$ cat src/rtl/apb_req_pkg.sv
// Shared types and constants for the APB requester bridge.
package apb_req_pkg;

  // Transfer sequencing states, one transfer outstanding at a time.
  typedef enum logic [1:0] {
    IDLE   = 2'd0,
    SETUP  = 2'd1,
    ACCESS = 2'd2,
    RESP   = 2'd3
  } state_e;

  // Bit positions within pprot.
  localparam int PPROT_PRIV  = 0;
  localparam int PPROT_NSEC  = 1;
  localparam int PPROT_INSTR = 2;

endpackage

$ cat src/rtl/apb_req_timer.sv
// Access-phase timeout counter. expired pulses on the ACCESS cycle whose
// stall would bring the count up to TIMEOUT_CYCLES, so the FSM can abort
// on that same edge. A limit of 0 removes the counter entirely.
module apb_req_timer #(
  parameter int TIMEOUT_CYCLES = 64
) (
  input  logic pclk,
  input  logic preset,
  input  logic clear,
  input  logic enable,
  output logic expired
);

  generate
    if (TIMEOUT_CYCLES == 0) begin : g_no_timer
      // Inputs are intentionally left unused when the timeout is disabled.
      logic w_unused_ok;
      assign w_unused_ok = ^{pclk, preset, clear, enable};
      assign expired     = 1'b0;
    end else begin : g_timer
      localparam int CW = $clog2(TIMEOUT_CYCLES + 1);
      logic [CW-1:0] r_count;

      // Count stalled ACCESS cycles; cleared when a new transfer starts.
      always_ff @(posedge pclk) begin
        if (preset || clear) begin
          r_count <= '0;
        end else if (enable) begin
          r_count <= r_count + CW'(1);
        end
      end

      assign expired = enable && (r_count == CW'(TIMEOUT_CYCLES - 1));
    end
  endgenerate

endmodule

$ cat src/rtl/apb_requester.sv
// APB requester bridge: turns a valid/ready request into a single APB
// transfer and returns read data / error status on a valid/ready response.
module apb_requester
  import apb_req_pkg::*;
#(
  parameter int ADDR_WIDTH     = 16,
  parameter int DATA_WIDTH     = 32,
  parameter int TIMEOUT_CYCLES = 64
) (
  input  logic                    pclk,
  input  logic                    preset,
  input  logic                    req_valid,
  output logic                    req_ready,
  input  logic                    req_write,
  input  logic [ADDR_WIDTH-1:0]   req_addr,
  input  logic [DATA_WIDTH-1:0]   req_wdata,
  input  logic [DATA_WIDTH/8-1:0] req_strb,
  input  logic [2:0]              req_prot,
  output logic                    rsp_valid,
  input  logic                    rsp_ready,
  output logic [DATA_WIDTH-1:0]   rsp_rdata,
  output logic                    rsp_err,
  output logic                    rsp_timeout,
  output logic                    psel,
  output logic                    penable,
  output logic                    pwrite,
  output logic [ADDR_WIDTH-1:0]   paddr,
  output logic [DATA_WIDTH-1:0]   pwdata,
  output logic [DATA_WIDTH/8-1:0] pstrb,
  output logic [2:0]              pprot,
  input  logic [DATA_WIDTH-1:0]   prdata,
  input  logic                    pready,
  input  logic                    pslverr
);

  localparam int STRB_W = DATA_WIDTH / 8;

  state_e r_state;
  state_e w_state_next;

  logic                  w_accept;
  logic                  w_timer_enable;
  logic                  w_expired;

  logic [ADDR_WIDTH-1:0] r_paddr;
  logic                  r_pwrite;
  logic [DATA_WIDTH-1:0] r_pwdata;
  logic [STRB_W-1:0]     r_pstrb;
  logic [2:0]            r_pprot;
  logic [DATA_WIDTH-1:0] r_rsp_rdata;
  logic                  r_rsp_err;
  logic                  r_rsp_timeout;

  // Only stalled ACCESS cycles count toward the timeout, so pready on the
  // limit edge keeps enable low and the transfer completes normally.
  assign w_timer_enable = (r_state == ACCESS) && !pready;

  apb_req_timer #(
    .TIMEOUT_CYCLES(TIMEOUT_CYCLES)
  ) u_timer (
    .pclk   (pclk),
    .preset (preset),
    .clear  (w_accept),
    .enable (w_timer_enable),
    .expired(w_expired)
  );

  // State register.
  always_ff @(posedge pclk) begin
    if (preset) begin
      r_state <= IDLE;
    end else begin
      r_state <= w_state_next;
    end
  end

  // Next-state and state-decoded handshake/APB control outputs.
  always_comb begin
    w_state_next = r_state;
    w_accept     = 1'b0;
    req_ready    = 1'b0;
    rsp_valid    = 1'b0;
    psel         = 1'b0;
    penable      = 1'b0;
    case (r_state)
      IDLE: begin
        req_ready = 1'b1;
        if (req_valid) begin
          w_accept     = 1'b1;
          w_state_next = SETUP;
        end
      end
      SETUP: begin
        psel         = 1'b1;
        w_state_next = ACCESS;
      end
      ACCESS: begin
        psel    = 1'b1;
        penable = 1'b1;
        if (pready || w_expired) begin
          w_state_next = RESP;
        end
      end
      RESP: begin
        rsp_valid = 1'b1;
        if (rsp_ready) begin
          w_state_next = IDLE;
        end
      end
      default: w_state_next = IDLE;
    endcase
  end

  // Request capture on acceptance and response capture at the end of ACCESS.
  always_ff @(posedge pclk) begin
    if (preset) begin
      r_paddr       <= '0;
      r_pwrite      <= 1'b0;
      r_pwdata      <= '0;
      r_pstrb       <= '0;
      r_pprot       <= '0;
      r_rsp_rdata   <= '0;
      r_rsp_err     <= 1'b0;
      r_rsp_timeout <= 1'b0;
    end else begin
      if (w_accept) begin
        r_paddr  <= req_addr;
        r_pwrite <= req_write;
        r_pwdata <= req_wdata;
        r_pstrb  <= req_write ? req_strb : '0;
        r_pprot  <= req_prot;
      end
      if (r_state == ACCESS) begin
        if (pready) begin
          r_rsp_rdata   <= r_pwrite ? '0 : prdata;
          r_rsp_err     <= pslverr;
          r_rsp_timeout <= 1'b0;
        end else if (w_expired) begin
          r_rsp_rdata   <= '0;
          r_rsp_err     <= 1'b1;
          r_rsp_timeout <= 1'b1;
        end
      end
    end
  end

  assign paddr       = r_paddr;
  assign pwrite      = r_pwrite;
  assign pwdata      = r_pwdata;
  assign pstrb       = r_pstrb;
  assign pprot       = r_pprot;
  assign rsp_rdata   = r_rsp_rdata;
  assign rsp_err     = r_rsp_err;
  assign rsp_timeout = r_rsp_timeout;

endmodule
$ cat config.mk
export PLATFORM = sky130hd
export DESIGN_NAME = apb_requester
export DESIGN_NICKNAME = d
export VERILOG_FILES = /design/src/rtl/apb_req_pkg.sv /design/src/rtl/apb_req_timer.sv /design/src/rtl/apb_requester.sv
export SDC_FILE = /design/constraint.sdc
export NUM_CORES = 1
export LEC_CHECK = 0
export ABC_CLOCK_PERIOD_IN_PS = 2160
export BUFFER_PORTS_ARGS = -buffer_cell sky130_fd_sc_hd__clkbuf_2
export CORE_UTILIZATION = 45
export DETAILED_ROUTE_END_ITERATION = 10
export PLACE_DENSITY = 0.77
export SLEW_MARGIN = 30
export SYNTH_ARGS = -nofsm -noshare
export SYNTH_HDL_FRONTEND = slang
export SYNTH_SLANG_ARGS = --single-unit
$ cat constraint.sdc
create_clock -name pclk -period 2.16 [get_ports pclk]
set_input_delay 0.432 -clock pclk [delete_from_list [all_inputs] [get_ports pclk]]
set_output_delay 0.432 -clock pclk [all_outputs]
set_load 0.01 [all_outputs]
==> run_results.csv <==
group,metric,value,unit
grt,grt_pass1_wl,14.8,mm
clocking,cts_resized,0,
grt,met3_usage,5.70,%
clocking,clk_pin_slew_worst_paths,0.09,ns
synthesis,syn_nets,545,
clocking,clock_latency,0.34,ns
timing,rsz0062_at_grt,"no",
layout,area_growth,34.2,%
layout,post-route-util,62.5,%
synthesis,ys_async_sr_fraction,0,%
hold_path,hold_depth,3,
grt,met2_usage,35.7,%
synthesis,synth_edf_count,0,
grt,grt_pass1_vias,3319,
worst_setup_path,rr_startpoint,"r_state[0]$_SDFFE_PP0P_",
placed_design,post-place-cells,711,
worst_setup_path,cp-start-kind,"flop",
timing,fmax,556,MHz
floorplanning,core,7730,sq um
clocking,htreeDepth,3,
synthesis,yosys_warnings,0,
pwr,p_sw,1.64,mW
pwr,ir_worst_vdd,0.484,mV
grt,overflow,0,
clocking,cts_setup_buffers,0,
worst_setup_path,worstPathArrival,2.03,ns
worst_setup_path,rr_worst_depth,6,
clocking,cts_hold_buf,0,
clocking,tritoncts,"done",
floorplanning,initial_core_util,46.6,%
layout,seq_area,1980,sq um
pwr,seq_power_share,44.8,%
layout,drive_gt1_share,34.2,%
layout,instances_no_fill,727,
route,dr.pass1.iters,4,
grt,grt_max_degree,66,
grt,grt-busiest-layer,"met2",
layout,multiInputGateArea,1480,sq um
route,ant_nets,0,
clocking,cts.sinks,99,
synthesis,synthTopCellsByArea,"dfxtp_1, nand2_1, a21oi_1",
floorplanning,die_y,91.5,um
floorplanning,dieArea,8360,sq um
timing,drv_slew,0,
placed_design,gp_congestion,0.767,
synthesis,yosys.area.top_type,"dfxtp_1",
hold_path,hp-start,"req_prot[2]",
synthesis,synth_cell_types,28,
timing,setup_violations,0,
route,wirelength,9.00,mm
timing,tightest_slew,0.516,ns
clocking,root_buffer,"clkbuf_8",
timing,max_slew_margin,65.5,%
run,drv_cap,0,
worst_setup_path,cp_data_required_time,2.39,ns
timing,post-route-period-util,83.3,%
grt,grt_usage,21.7,%
synthesis,yosys.cell_count.top_type,"nand2_1",
route,drc,0,
layout,diodes,0,
worst_setup_path,crit_path_max_fanout,7,
layout,fin_nets,718,
synthesis,synth_cells,447,
synthesis,synth_area,3600,sq um
status,status,"completed",
floorplanning,die_width,91.5,um
hold_path,holdPathEnd,"pprot[2]$_SDFFE_PP0P_",
timing,finalHoldViolations,0,
floorplanning,placementRows,32,
pwr,power.density,1020,nW/um^2
pwr,p_clk_share,25.1,%
hold_path,hold_class,"in2reg",
synthesis,synth-main-ff-cell,"dfxtp_1",
floorplanning,io_pins,188,
route,wl_per_cell,12.4,um
pwr,intPower,3.29,mW
synthesis,synth.top_cell.area_share,55.0,%
synthesis,syn_avg_cell_area,8.06,sq um
layout,filler_cell_count,711,
synthesis,synth_commonest_cells,"nand2_1, dfxtp_1, a21oi_1",
grt,antenna_found_initial,0,
pwr,leakagePower,2.20,nW
clocking,numCtsBuffers,9,
placed_design,io_buffers,187,
placed_design,dp_hpwl,6.67,mm
pwr,power.share.switching,33.3,%
worst_setup_path,crit_type,"reg2reg",
worst_setup_path,r2r-end,"r_state[0]$_SDFFE_PP0P_",
grt,grt_use_met1,26.9,%
timing,tns,0,ns
synthesis,synth-seq-area-share,55.0,%
synthesis,ys_ff_latch,99,
worst_setup_path,r2r_slack,0.36,ns
pwr,combPwrFrac,30.1,%
route,num_vias,3545,
route,drtIter0Drc,129,
worst_setup_path,critPathCaptureType,"flop",
clocking,cts.path.max_buffers,2,
route,via_per_inst,4.88,
timing,finClkSkew,0.00987,ns
timing,fin_crit,1.80,ns
-- flip-flops by register name (all words and copies together), names as in the netlist --
signal	flops
paddr	16
r_state	2
pstrb	4
pprot	3
rsp_timeout	1
pwrite	1
u_timer.g_timer.r_count	7
rsp_rdata	32
rsp_err	1
pwdata	32
-- stage by stage --
| step | setup slack [ns] | power, mW | hold WS, ns | instance area, sq um |
|---|---|---|---|---|
| final | 0.361 | 4.93 | 0.300 | 4830 |
| after detailed placement | 0.341 | 3.75 | 0.441 | 4620 |
| after global placement | 0.378 | 3.71 | 0.434 | 4620 |
| after global routing | 0.161 | 5.27 | 0.287 | 4830 |
| after floorplan | 0.592 | 3.16 | 0.448 | 3600 |
| after CTS | 0.329 | 5.00 | 0.279 | 4830 |
-- power by group through the flow --
stage	Combinational (mW)	Clock (mW)	Sequential (mW)
global placement	1.47	0	2.24
finish	1.48	1.24	2.21
global route	1.67	1.35	2.25
CTS	1.50	1.28	2.21
floorplan	0.812	0	2.35
detailed placement	1.50	0	2.25
-- area by class of cell --
class / count / share of cell area, %
inverter: 4 / 0.311
timing repair buffer: 195 / 21.1
sequential: 99 / 41.0
clock buffer: 12 / 2.80
multi-input combinational: 311 / 30.5
clock inverter: 4 / 1.55
tap: 102 / 2.64
-- cells in the final DEF (no fill, tap or decap) --
master and instances:
dfxtp_1 99, nand4_1 2, o21ai_1 30, and3_1 2
nand3_1 36, buf_12 2, nor2_1 7, ha_1 4
and2_2 1, o21a_1 1, buf_4 6, nand2b_1 1
clkinv_1 1, or3b_1 1, xnor2_1 1, nand2_2 1
or2_2 1, clkbuf_8 9, o221a_2 1, inv_1 3
clkbuf_2 187, a21oi_1 59, nor2b_1 1, o21ai_0 6
bufinv_16 2, nor3b_4 1, nand4b_1 2, mux2i_1 1
clkinvlp_4 2, o21ai_4 1, nand2_1 147, xor2_1 4
clkbuf_1 3
-- critical path, stage by stage, from the launching register on --
cell and delay (ns):
dfxtp_1 0.33, inv_1 0.09, ha_1 0.26, nor2b_1 0.47, o21a_1 0.24, o21ai_0 0.10, and3_1 0.20
-- how the worst max path moves through the flow --
stage               slack, ns                     from                      end  depth (start not counted)
finish                   0.36  r_state[0]$_SDFFE_PP0P_  r_state[0]$_SDFFE_PP0P_                          6
global route             0.16  r_state[0]$_SDFFE_PP0P_  r_state[0]$_SDFFE_PP0P_                          6
CTS                      0.33  r_state[0]$_SDFFE_PP0P_  r_state[0]$_SDFFE_PP0P_                          6
detailed placement       0.34  r_state[0]$_SDFFE_PP0P_  r_state[0]$_SDFFE_PP0P_                          6
global placement         0.38  r_state[0]$_SDFFE_PP0P_  r_state[0]$_SDFFE_PP0P_                          6
floorplan                0.59  r_state[0]$_SDFFE_PP0P_  r_state[1]$_SDFFE_PP0P_                          7
-- layer usage --
layer  up-vias  share of wire, %
li1       1813                 -
met1      1554                42
met2       157                47
met3        21               8.4
met4         0               2.2
met5         -                 0
-- kinds of logic after synthesis --
family          Yosys count  synth area share [%]
simple gates            203                  23.6
mux                       1                 0.278
fa+ha+maj                 4                  1.39
flops                    99                  55.0
compound gates           98                  13.9
xor+xnor                  5                  1.22
buf+inv                  37                  4.59
(Power assumes the default switching activity.)
